`src/rtl/accum_scheduler.sv`:
```
// ---------------------------------------------------------------------------
// accum_scheduler
//
// Two requesters share one W-bit accumulator. Each turn arbitrates between
// the pending requests (round-robin on ties), latches the winner's operand,
// adds it to the accumulator, pulses that requester's ack, and returns to
// idle. Every turn takes three cycles: grant, add/ack, release.
//
// Ports
//   clk   in   1   clock; all state changes on the rising edge
//   rst   in   1   asynchronous reset, active low
//   req   in   2   per-requester add request
//   op0   in   W   operand of requester 0, sampled on its grant
//   op1   in   W   operand of requester 1, sampled on its grant
//   clr   in   1   clear acc and ovf (honoured only while idle)
//   gnt   out  2   one-hot grant, held for the whole turn
//   ack   out  2   one-cycle completion pulse for the granted requester
//   busy  out  1   high whenever a turn is in progress
//   acc   out  W   accumulator value
//   ovf   out  1   sticky carry-out flag
//   full  out  1   combinational: acc is all ones
// ---------------------------------------------------------------------------
module accum_scheduler #(
    parameter int unsigned W = 4
) (
    input  logic         clk,
    input  logic         rst,
    input  logic [1:0]   req,
    input  logic [W-1:0] op0,
    input  logic [W-1:0] op1,
    input  logic         clr,
    output logic [1:0]   gnt,
    output logic [1:0]   ack,
    output logic         busy,
    output logic [W-1:0] acc,
    output logic         ovf,
    output logic         full
);

    typedef enum logic [1:0] {
        IDLE  = 2'd0,
        GRANT = 2'd1,
        ACK   = 2'd2
    } state_t;

    state_t       state, state_d;
    logic [1:0]   gnt_d, ack_d;
    logic         busy_d;
    logic [W-1:0] acc_d;
    logic         ovf_d;
    logic [W-1:0] opl, opl_d;    // operand latched at the grant edge
    logic         last, last_d;  // index of the requester granted most recently
    logic         win;           // arbitration result for the current req
    logic [W:0]   sum;           // acc + operand with carry-out in the MSB

    // Round-robin: a tie goes to the requester that was not granted last.
    always_comb begin
        win = 1'b0;
        unique case (req)
            2'b10:   win = 1'b1;
            2'b11:   win = ~last;
            default: win = 1'b0;
        endcase
    end

    assign sum  = {1'b0, acc} + {1'b0, opl};
    assign full = (acc == '1);

    always_comb begin
        state_d = state;
        gnt_d   = gnt;
        ack_d   = ack;
        busy_d  = busy;
        acc_d   = acc;
        ovf_d   = ovf;
        opl_d   = opl;
        last_d  = last;

        unique case (state)
            IDLE: begin
                gnt_d  = '0;
                ack_d  = '0;
                busy_d = 1'b0;
                // clr takes priority: no grant on the edge that clears.
                if (clr) begin
                    acc_d = '0;
                    ovf_d = 1'b0;
                end else if (req != '0) begin
                    state_d = GRANT;
                    gnt_d   = win ? 2'b10 : 2'b01;
                    opl_d   = win ? op1 : op0;
                    last_d  = win;
                    busy_d  = 1'b1;
                end
            end

            GRANT: begin
                acc_d   = sum[W-1:0];
                ovf_d   = ovf | sum[W];
                ack_d   = gnt;
                busy_d  = 1'b1;
                state_d = ACK;
            end

            ACK: begin
                gnt_d   = '0;
                ack_d   = '0;
                busy_d  = 1'b0;
                state_d = IDLE;
            end

            default: begin
                gnt_d   = '0;
                ack_d   = '0;
                busy_d  = 1'b0;
                state_d = IDLE;
            end
        endcase
    end

    // Requester 0 must win the first tie after reset, so last starts at 1.
    always_ff @(posedge clk or negedge rst) begin
        if (!rst) begin
            state <= IDLE;
            gnt   <= '0;
            ack   <= '0;
            busy  <= 1'b0;
            acc   <= '0;
            ovf   <= 1'b0;
            opl   <= '0;
            last  <= 1'b1;
        end else begin
            state <= state_d;
            gnt   <= gnt_d;
            ack   <= ack_d;
            busy  <= busy_d;
            acc   <= acc_d;
            ovf   <= ovf_d;
            opl   <= opl_d;
            last  <= last_d;
        end
    end

endmodule

```
`config.mk`:
```
export PLATFORM = sky130hd
export DESIGN_NAME = accum_scheduler
export DESIGN_NICKNAME = d
export VERILOG_FILES = /design/src/rtl/accum_scheduler.sv
export SDC_FILE = /design/constraint.sdc
export NUM_CORES = 1
export LEC_CHECK = 0
export CAP_MARGIN = 20
export CELL_PAD_IN_SITES_DETAIL_PLACEMENT = 1
export CELL_PAD_IN_SITES_GLOBAL_PLACEMENT = 1
export CORE_ASPECT_RATIO = 0.75
export CORE_MARGIN = 5
export CORE_UTILIZATION = 33
export DETAILED_ROUTE_END_ITERATION = 8
export DONT_BUFFER_PORTS = 1
export PLACE_DENSITY_LB_ADDON = 0.1
export SLEW_MARGIN = 40
export SYNTH_ARGS = -nofsm -noshare
export SYNTH_HDL_FRONTEND = slang
export SYNTH_SLANG_ARGS = --single-unit
```
`constraint.sdc`:
```
create_clock -name clk -period 2 [get_ports clk]
set_input_delay 0.5 -clock clk [delete_from_list [all_inputs] [get_ports clk]]
set_output_delay 0.5 -clock clk [all_outputs]
set_load 0.005 [all_outputs]
```
# --- Word level (Yosys, flattened, before mapping) ---
# Cells that the tools add are included.
# Widths: inputs -> output; s select.
classes:
  n_addsub: 1
  muxes: 17
  n_bitwise: 3
  n_eq_ne: 7
  reduce_logical: 6
op_table:
  columns: ["op", "n"]
  rows:
  - ["$mux 2", 6]
  - ["$mux 4", 2]
  - ["$pmux 2 s2", 2]
  - ["$pmux 4 s2", 1]
  - ["$ne 2x2->1 const B", 3]
  - ["$pmux 1 s2", 3]
  - ["$add 4x4->5", 1]
  - ["$eq 2x2->1 const B", 2]
  - ["$eq 4x4->1 const B", 1]
  - ["$reduce_and 2->1", 2]
  - ["$reduce_bool 2->1", 2]
  - ["$mux 1", 3]
  - ["$reduce_and 3->1", 1]
  - ["$eq 2x1->1 const B", 1]
  - ["$logic_not 2->1", 1]
  - ["$not 1->1", 2]
  - ["$or 1x1->1", 1]
totals:
  wordCells: 42
  out_inout_bits: 11
  input_bits: 13
  reg_bits: 17

# --- Longest topological paths before layout ---
depth:
  depth_word: 6
  mapped_depth: 7

# --- Worst setup path before layout ---
# No wires, ideal clock.
synth_path:
  path_type: "register -> register"
  startpoint: "register acc[0]"
  endpoint: "register acc[1]"
  n_path_buf: 0
  path_slack_ns: 0.613
  arrival_ns: 1.266
  stages_incl_launch_ff: 6
  cell_sequence: "dfrtp_1 -> ha_1 -> inv_1 -> fa_1 -> inv_1 -> a22o_1"
synth_between:
  elab_chain_len: 2
synth_rtl:
  columns: ["item", "line", "rtl"]
  rows:
  - ["start, declared", "35", "output logic [W-1:0] acc,"]
  - ["start signal, assigned", "128", "acc <= '0;"]
  - ["start signal, assigned", "137", "acc <= acc_d;"]
  - ["$add 4x4->5", "66", "assign sum = {1'b0, acc} + {1'b0, opl};"]
  - ["$pmux 4 s2", "79", "unique case (state)"]
# Every way passes these cells.
# A chain may end at the register's enable or synchronous reset.

# --- Final worst setup path ---
layout_path:
  startpoint: "register acc[0]"
  endpoint: "register ovf"
layout_between:
  elab_chain_len: 3
layout_rtl:
  columns: ["item", "line", "rtl"]
  rows:
  - ["$add 4x4->5", "66", null]
  - ["$or 1x1->1", "99", "ovf_d = ovf | sum[W];"]
  - ["$pmux 1 s2", "79", null]
  - ["end signal, assigned", "138", "ovf <= ovf_d;"]
  - ["end, declared", "36", "output logic ovf,"]
# Every way passes these cells.

==> reports/qor.yml <==
detailed_routing:
  drc: 0
  drtAntennaViolNets: 0
  via_count: 531
  vias_per_cell: 4.78
  wl_per_cell_um: 15.0
  dr.pass1.iters: 2
  wirelength_um: 1660
  dr.first_iter.drc_count: 26
die:
  rows: 15
  core-area_sq_um: 2360
  io_pins: 24
  initial_core_util: 0.353
  die_x_um: 68.1
  die_area_sq_um: 3650
  die_y_um: 53.6
placed_design:
  port_buffers: 0
  dp_hpwl_um: 1310
  placed_area_sq_um: 855
  pre_cts_slack_ns: 0.470
  gp_congestion: 0.664
yosys:
  synth_ff_type: "dfrtp_1"
  ys_types: 27
  netlist.top_cell.by_area: "dfrtp_1"
  synth_edf_count: 0
  synth_top_family_by_area: "compound AO/OA/AOI/OAI gates"
  ys_seq_area_frac: 0.511
  yosysMostFrequentCell: "dfrtp_1"
  synth_top_area_share: 0.480
  netlist_top_cells_area: "dfrtp_1, ha_1, mux2i_1"
  synthMuxAreaShare: 0.0480
  syn_avg_cell_area_sq_um: 11.4
  syn_inst: 73
  ys_ff_latch: 17
  synth_compound_area_frac: 0.163
  syn_area_sq_um: 835
  synth_common_cells: "dfrtp_1, nor2_1, a21oi_1"
  ys_warn_count: 0
  synthAdderAreaFrac: 0.0840
  synthArstFlopShare: 1.00
  postSynthNetCount: 91
  synthSimpleGateAreaFrac: 0.118
  synthXorXnorAreaFrac: 0.0210
worst_setup_path:
  worstPathRequired_ns: 2.23
  crit_path_start_kind: "flip-flop"
  critPathTopFamily: "adder cells"
  arrival_ns: 1.76
  worstPathCellList: "ha_1, inv_1, fa_1, nor2b_1, o21a_1, o21ai_0, nand2_1"
  cp.buffers_inverters: 1
  max_stage_delay_ns: 0.42
  path_max_fanout: 4
  crit_type: "reg -> reg"
  cp_slowest_cell: "dfrtp_1"
  worst_setup_path_end_kind: "flip-flop"
global_route:
  grt_pass1_vias: 569
  gr-total-overflow: 0
  grtUsageTotal: 0.107
  grt_start_max_net_pins: 17
  grt_pass1_wl_um: 2780
  antenna_found_initial: 0
timing:
  hold_ws_ns: 0.0971
  fin_skew_ns: 0.0110
  setup_tns_ns: 0
  rsz0062_at_grt: "no"
  fmax_ghz: 0.652
  slew_violations: 0
  hold_viol_final: 0
  setup_viol: 0
  period_minus_slack_ns: 1.53
  final.setup.worst_slack_ns: 0.467
  min_period_over_period: 0.767
  tightest_slew_ns: 0.575
  maxSlewHeadroom: 0.616
layout:
  drive_gt1_frac: 0.130
  diodes: 0
  area_delta_synth_final_pct: 7.50
  multiInputGateArea_sq_um: 363
  fin_area_sq_um: 897
  fin_nets: 96
  seqCellArea_sq_um: 427
  n_fill_cell: 284
status:
  status: "finished clean"
clock_tree:
  path_clk_slew_ns: 0.10
  clock_path_buffers: 2
  cts.sinks: 17
  insertion_delay_ns: 0.29
  postCtsSetupBuffers: 0
  cts_buffers: 3
  htreeDepth: 1
  cts_tree: "done"
  ctsRootBufferMaster: "clkbuf_4"
power:
  power.density_nw_per_um2: 1150
  leakagePower_nw: 0.430
  power_mw: 1.03
  vdd_drop_max_uv: 395
hold_path:
  holdCritPathClass: "in -> async"
flow_run:
  drv_cap: 0
layout by cell type (no fill, tap or decap):
master,netlist,layout
buf_2,0,1
o21bai_2,1,1
nor3_2,1,1
nand2_1,1,1
and2b_1,1,1
a21oi_1,6,6
o21ai_0,1,1
a22o_1,4,4
nor2b_1,2,2
dfstp_2,1,1
o21a_1,1,1
xnor2_1,2,2
and2_1,2,2
ha_1,4,4
or2_1,1,1
dfrtp_1,16,16
clkinv_2,0,1
clkbuf_4,0,3
fa_1,1,1
a21boi_4,1,1
inv_1,5,5
inv_2,1,1
a31oi_1,1,1
and4_1,1,1
nor2_1,10,10
mux2i_1,4,4
o31ai_1,1,1
a21o_1,1,1
a22oi_1,1,1
dlygate4sd3_1,0,1
power breakdown:
part	leakage, nW	total [mW]	switching, mW	internal, mW
registers	0.213	0.527	0.0939	0.433
clock network	0.0177	0.181	0.106	0.0743
logic	0.200	0.328	0.158	0.170
layer usage:
metal	GRT usage	up-vias	wire (um)
met5	0	-	0
li1	-	257	-
met2	0.147	19	660
met3	0.0605	2	151
met4	0.0198	0	7
met1	0.145	253	840
final timing paths:
check	startpoint	to	slack, ns	cells after the start
max	acc[0]$_DFFE_PN0P_	ovf$_DFFE_PN0P_	0.47	7
min	rst	opl[3]$_DFFE_PN0P_	0.1	1
max reg2reg	acc[0]$_DFFE_PN0P_	ovf$_DFFE_PN0P_	0.47	7
min reg2reg	opl[3]$_DFFE_PN0P_	opl[3]$_DFFE_PN0P_	0.54	2
max in group asynchronous	rst	last$_DFFE_PN1P_	1.37	1
min in group clk	req[0]	last$_DFFE_PN1P_	0.27	1
metrics by stage:
step / instances / util
after CTS: 110 / 0.377
after global routing: 111 / 0.379
after global placement: 105 / 0.361
after detailed placement: 105 / 0.361
after floorplan: 73 / -
final: 111 / 0.379
flip-flops by register name, indices dropped and copies added (netlist names):
register and flops:
ovf 1, state 2, busy 1, gnt 2, opl 4, last 1, acc 4, ack 2
area by class of cell:
type / count / area share
clock inverters: 1 / 0.00558
multi-input cells: 48 / 0.404
repair buffers: 2 / 0.0167
inverters: 6 / 0.0251
well taps: 34 / 0.0474
clock buffers: 3 / 0.0251
flip-flops and latches: 17 / 0.476
kinds of logic after synthesis:
kind of cell / count (synthesis)
and+or+nand+nor: 19
DFF: 17
xor gates and xnor gates: 2
adders and majority gates: 5
AOI/OAI and AO/OA: 18
buffers and inverters: 8
muxes: 4
timing repair:
action / in CTS / in global routing
hold endpoints to repair: 16 / 1
hold buffers: 1 / 1
resized for setup: 0 / 0
(Power assumes the default switching activity.)
